===== config.mk =====
export PLATFORM = sky130hd
export DESIGN_NAME = hazard_stall_ctrl
export DESIGN_NICKNAME = d
export VERILOG_FILES = /design/src/rtl/lc3b_types.sv /design/src/rtl/hazard_stall_ctrl_sat_counter.sv /design/src/rtl/hazard_stall_ctrl.sv
export SDC_FILE = /design/constraint.sdc
export NUM_CORES = 1
export LEC_CHECK = 0
export BUFFER_PORTS_ARGS = -buffer_cell sky130_fd_sc_hd__buf_2
export CORE_MARGIN = 4
export CORE_UTILIZATION = 49
export CTS_CLUSTER_DIAMETER = 60
export DETAILED_ROUTE_END_ITERATION = 10
export GPL_ROUTABILITY_DRIVEN = 0
export PLACE_DENSITY = 0.77
export SYNTH_ARGS = -nofsm -noshare
export SYNTH_HDL_FRONTEND = slang
export SYNTH_SLANG_ARGS = --single-unit

===== constraint.sdc =====
create_clock -name clk -period 3.1 [get_ports clk]
set_input_delay 0.775 -clock clk [delete_from_list [all_inputs] [get_ports clk]]
set_output_delay 0.775 -clock clk [all_outputs]
set_load 0.005 [all_outputs]

===== src/rtl/lc3b_types.sv =====
// Shared LC-3b pipeline types: register index and the stall
// controller's state encoding.
package lc3b_types;

  typedef logic [2:0] lc3b_reg;

  typedef enum logic [1:0] {
    S_RUN,
    S_BUBBLE,
    S_IWAIT,
    S_DWAIT
  } lc3b_stall_state;

endpackage


===== src/rtl/hazard_stall_ctrl_sat_counter.sv =====
// Saturating event counter with synchronous clear that
// takes priority over the increment.
module sat_counter #(
  parameter int W = 16
) (
  input  logic         clk,
  input  logic         reset,
  input  logic         clear,
  input  logic         inc,
  output logic [W-1:0] count
);

  localparam logic [W-1:0] MAX = {W{1'b1}};

  always_ff @(posedge clk or posedge reset) begin
    if (reset)
      count <= '0;
    else if (clear)
      count <= '0;
    else if (inc && count != MAX)
      count <= count + 1'b1;
  end

endmodule


===== src/rtl/hazard_stall_ctrl.sv =====
// Pipeline freeze/bubble/flush arbitration for the LC-3b core,
// with saturating stall/bubble/flush counters.
module hazard_stall_ctrl
  import lc3b_types::*;
#(
  parameter int LOADUSE_BUBBLES = 1,
  parameter int CNT_WIDTH       = 16
) (
  input  logic                 clk,
  input  logic                 reset,
  input  logic                 imem_req,
  input  logic                 imem_resp,
  input  logic                 dmem_req,
  input  logic                 dmem_resp,
  input  lc3b_reg              id_sr1,
  input  logic                 id_sr1_used,
  input  lc3b_reg              id_sr2,
  input  logic                 id_sr2_used,
  input  lc3b_reg              ex_dest,
  input  logic                 ex_mem_read,
  input  logic                 mem_br_taken,
  input  logic                 cnt_clear,
  output logic                 stall_pipeline,
  output logic                 stall_front,
  output logic                 bubble_idex,
  output logic                 flush_front,
  output logic [CNT_WIDTH-1:0] cnt_stall,
  output logic [CNT_WIDTH-1:0] cnt_bubble,
  output logic [CNT_WIDTH-1:0] cnt_flush
);

  localparam logic [2:0] BUB_INIT = 3'(LOADUSE_BUBBLES - 1);
  localparam bit         MULTI    = LOADUSE_BUBBLES > 1;

  lc3b_stall_state state, state_n;
  lc3b_stall_state ret, ret_n;
  logic [2:0]      bcnt, bcnt_n;
  logic            kill, kill_n;

  logic hazard, dmiss, imiss, flush;
  logic sp, sf, bi, ff;

  assign hazard = ex_mem_read &
                  ((id_sr1_used & (id_sr1 == ex_dest)) |
                   (id_sr2_used & (id_sr2 == ex_dest)));
  assign dmiss  = dmem_req & ~dmem_resp;
  assign imiss  = imem_req & ~imem_resp;
  assign flush  = mem_br_taken & ~dmiss;

  always_ff @(posedge clk or posedge reset) begin
    if (reset) begin
      state <= S_RUN;
      ret   <= S_RUN;
      bcnt  <= '0;
      kill  <= 1'b0;
    end else begin
      state <= state_n;
      ret   <= ret_n;
      bcnt  <= bcnt_n;
      kill  <= kill_n;
    end
  end

  always_comb begin
    state_n = state;
    ret_n   = ret;
    bcnt_n  = bcnt;
    kill_n  = kill;
    sp      = 1'b0;
    sf      = 1'b0;
    bi      = 1'b0;
    ff      = 1'b0;
    if (dmiss) begin
      sp = 1'b1;
      if (state == S_RUN || state == S_BUBBLE) begin
        state_n = S_DWAIT;
        ret_n   = state;
      end
    end else begin
      unique case (state)
        S_RUN: begin
          if (flush) begin
            ff = 1'b1;
            // fetch still in flight belongs to the squashed path
            if (imiss) begin
              state_n = S_IWAIT;
              kill_n  = 1'b1;
            end
          end else if (imiss) begin
            sf      = 1'b1;
            bi      = 1'b1;
            state_n = S_IWAIT;
          end else if (hazard) begin
            sf = 1'b1;
            bi = 1'b1;
            if (MULTI) begin
              state_n = S_BUBBLE;
              bcnt_n  = BUB_INIT;
            end
          end
        end
        S_BUBBLE: begin
          if (flush) begin
            ff      = 1'b1;
            state_n = S_RUN;
            bcnt_n  = '0;
          end else begin
            sf = 1'b1;
            bi = 1'b1;
            if (bcnt <= 3'd1) begin
              bcnt_n  = '0;
              state_n = S_RUN;
            end else begin
              bcnt_n = bcnt - 3'd1;
            end
          end
        end
        S_IWAIT: begin
          if (imiss) begin
            if (flush) begin
              ff     = 1'b1;
              kill_n = 1'b1;
            end else begin
              sf = 1'b1;
              bi = 1'b1;
            end
          end else begin
            state_n = S_RUN;
            ff      = kill | flush;
            kill_n  = 1'b0;
          end
        end
        S_DWAIT: begin
          ff = flush;
          if (flush || (ret == S_BUBBLE && bcnt == '0)) begin
            state_n = S_RUN;
            bcnt_n  = '0;
          end else begin
            state_n = ret;
          end
        end
        default: state_n = S_RUN;
      endcase
    end
  end

  assign stall_pipeline = sp & ~reset;
  assign stall_front    = sf & ~reset;
  assign bubble_idex    = bi & ~reset;
  assign flush_front    = ff & ~reset;

  sat_counter #(.W(CNT_WIDTH)) u_cnt_stall (
    .clk   (clk),
    .reset (reset),
    .clear (cnt_clear),
    .inc   (stall_pipeline | stall_front),
    .count (cnt_stall)
  );

  sat_counter #(.W(CNT_WIDTH)) u_cnt_bubble (
    .clk   (clk),
    .reset (reset),
    .clear (cnt_clear),
    .inc   (bubble_idex),
    .count (cnt_bubble)
  );

  sat_counter #(.W(CNT_WIDTH)) u_cnt_flush (
    .clk   (clk),
    .reset (reset),
    .clear (cnt_clear),
    .inc   (flush_front),
    .count (cnt_flush)
  );

endmodule


==> results_dict.tcl <==
set metrics [dict create \
    antenna_found_initial 0 \
    layout-drive-gt1-share_pct 22.72 \
    hold_viol 0 \
    leakage_nw 1.688 \
    crit_family "compound AO/OA/AOI/OAI gates" \
    ir_drop_v 0.0003630 \
    yosys-top-cells-area "dfrtp_1, xnor2_1, nor2_1" \
    synthAdderAreaFrac_pct 4.006 \
    crit_type "reg -> out" \
    die_width_microns 87.84 \
    cts_buffers 5 \
    synth_top_area_share_pct 44.87 \
    path_cells "inv_1 > ha_1 > nor2_1 > o21bai_1 > o21ai_4 > inv_1 > buf_2" \
    required_ns 2.32 \
    synth_cell_types 44 \
    die_h_microns 87.84 \
    synth-async-reset-ratio_pct 100.0 \
    fin_skew_ns 0.01171 \
    nets 434 \
    yosysMostFrequentCell "dfrtp_1" \
    finalSetupTns_ns 0 \
    cts.sinks 56 \
    routed_wl_microns 6858 \
    tightest_slew_ns 0.7059 \
    io_pins 72 \
    worstPathMaxFanout 18 \
    power_density_mw_per_mm2 471.4 \
    synth-simple-area-share_pct 25.92 \
    wl_per_cell_microns 14.29 \
    path_buf_inv 3 \
    min_period_ns 2.780 \
    grt_max_degree 57 \
    synth-edff-count 0 \
    holdBufCountCts 0 \
    setup-violations-final 0 \
    yosysSeqAreaShare_pct 44.87 \
    clock_path_buffers 2 \
    hold_path.class "reg -> reg" \
    ys_warn_count 0 \
    hpwl_microns 4968 \
    yosysTopAreaCell "dfrtp_1" \
    timing.max_cap.violations 0 \
    vias 2703 \
    clkTransAtPathRegs_ns 0.09 \
    fin_crit_sh_pct 89.69 \
    vias_per_cell 5.631 \
    cpMostUsedCell "inv_1" \
    dieArea_sq_mm 0.007715 \
    crit_path_start_kind "flop" \
    cts_tree "yes" \
    cp.depth 7 \
    synth_top_family_by_area "simple AND/OR/NAND/NOR gates" \
    coreArea_sq_mm 0.006061 \
    row_count 28 \
    num_antenna_cells 0 \
    avgSynthCellArea_sq_um 9.322 \
    min_path_cells 1 \
    endpoint_kind "primary output" \
    grt_pass1_vias 2633 \
    slowest_stage "o21ai_4" \
    cts_root_buf "clkbuf_8" \
    drc 0 \
    fmax_mhz 359.7 \
    area_delta_synth_final_pct 17.39 \
    cpPeakStageDelay_ns 0.44 \
    yosys_most_used_dff "dfrtp_1" \
    drt_first_pass_iters 4 \
    synth_mux_area_share_pct 2.043 \
    grtUsageTotal_pct 19.10 \
    fin_util_pct 60.49 \
    synth_xor_area_share_pct 10.66 \
    syn_area_sq_mm 0.003123 \
    rsz0062_at_grt "false" \
    ys_seq_elements 56 \
    status "completed" \
    synth_compound_area_share_pct 9.335 \
    grt_pass1_wl_microns 11940 \
    start_util_pct 51.53 \
    grt-ovfl-total 0 \
    syn_inst 335 \
    htree_num_levels 2 \
    dr.first_iter.drc_count 124 \
    maxSlewViolCount 0 \
    arrival_ns 2.01 \
    postRouteAntennaNets 0 \
    synth_fp_nets 365 \
    r2r_cells 6 \
    relSlewSlack_pct 52.77 \
    synth_commonest_cells "dfrtp_1, nor2_1, nand3_1" \
    clk_latency_ns 0.31 \
    portBuffers 71 \
]
## kinds of logic (layout without fill, tap and decap cells)
group / count (synthesis) / after routing
XOR/XNOR: 38 / 38
AND/OR/NAND/NOR: 156 / 156
multiplexers: 6 / 6
adder cells (fa/ha/maj): 10 / 10
flip-flops: 56 / 56
buffers and inverters: 23 / 93
AO/OA/AOI/OAI: 46 / 46
## final cells by class
| class | count | area, sq um |
|---|---|---|
| Clock buffer | 6 | 82.58 |
| Clock inverter | 2 | 38.79 |
| Fill cell | 550 | 2395 |
| Inverter | 12 | 48.80 |
| Multi-Input combinational cell | 256 | 1630 |
| Sequential cell | 56 | 1401 |
| Tap cell | 75 | 93.84 |
| Timing Repair Buffer | 73 | 370.4 |
## timing repair
item / 4_1_cts / 5_1_grt
endpoints found under the setup margin: 0 / 2
buffers inserted: 0 / 0
gates resized for setup: 0 / 1
## final timing paths
path	from	endpoint	slack [ns]
max reg2reg	state[0]	u_cnt_stall.count[13]	0.44
min in group asynchronous	reset	u_cnt_bubble.count[7]	0.70
max	state[0]	bubble_idex	0.32
min	bcnt[2]	bcnt[2]	0.52
min reg2reg	bcnt[2]	bcnt[2]	0.52
max in group asynchronous	reset	ret[0]	1.93
## placed cells by master (no fill, tap or decap), types with 11 or more instances in the layout
master	count
nand3_1	25
xnor2_1	24
dfrtp_1	56
buf_2	71
o21ai_0	11
xor2_1	14
nor2_1	51
inv_1	11
a21oi_1	16
nand2_1	20
## power by group
part	switching, mW	internal [mW]	total (mW)
Clock	0.243	0.264	0.508
Combinational	0.240	0.157	0.397
Sequential	0.0436	0.780	0.824
## routing by layer
metal / global-route usage, % / up-vias / part of all wire, %
met2: 31.71 / 79 / 47
met5: 0 / - / 0
met1: 25.63 / 1299 / 46
met4: 5.300 / 0 / 0.86
met3: 3.575 / 7 / 6.1
li1: - / 1318 / -
## stage by stage
step	cell area [sq um]	setup WS (ns)	std cells	hold WS (ns)	power (mW)
final	3666	0.3196	480	0.5176	1.728
after global routing	3666	0.1240	480	0.5581	1.836
after floorplan	3127	0.3628	335	0.4715	1.130
after global placement	3537	0.2003	472	0.5069	1.213
after detailed placement	3537	0.1959	472	0.5086	1.227
after CTS	3659	0.1376	480	0.5214	1.737
## state kept, by name, indices dropped and copies added (netlist names)
signal,flops
u_cnt_flush.count,16
u_cnt_stall.count,16
ret,2
kill,1
state,2
u_cnt_bubble.count,16
bcnt,3
(Power assumes the default switching activity.)
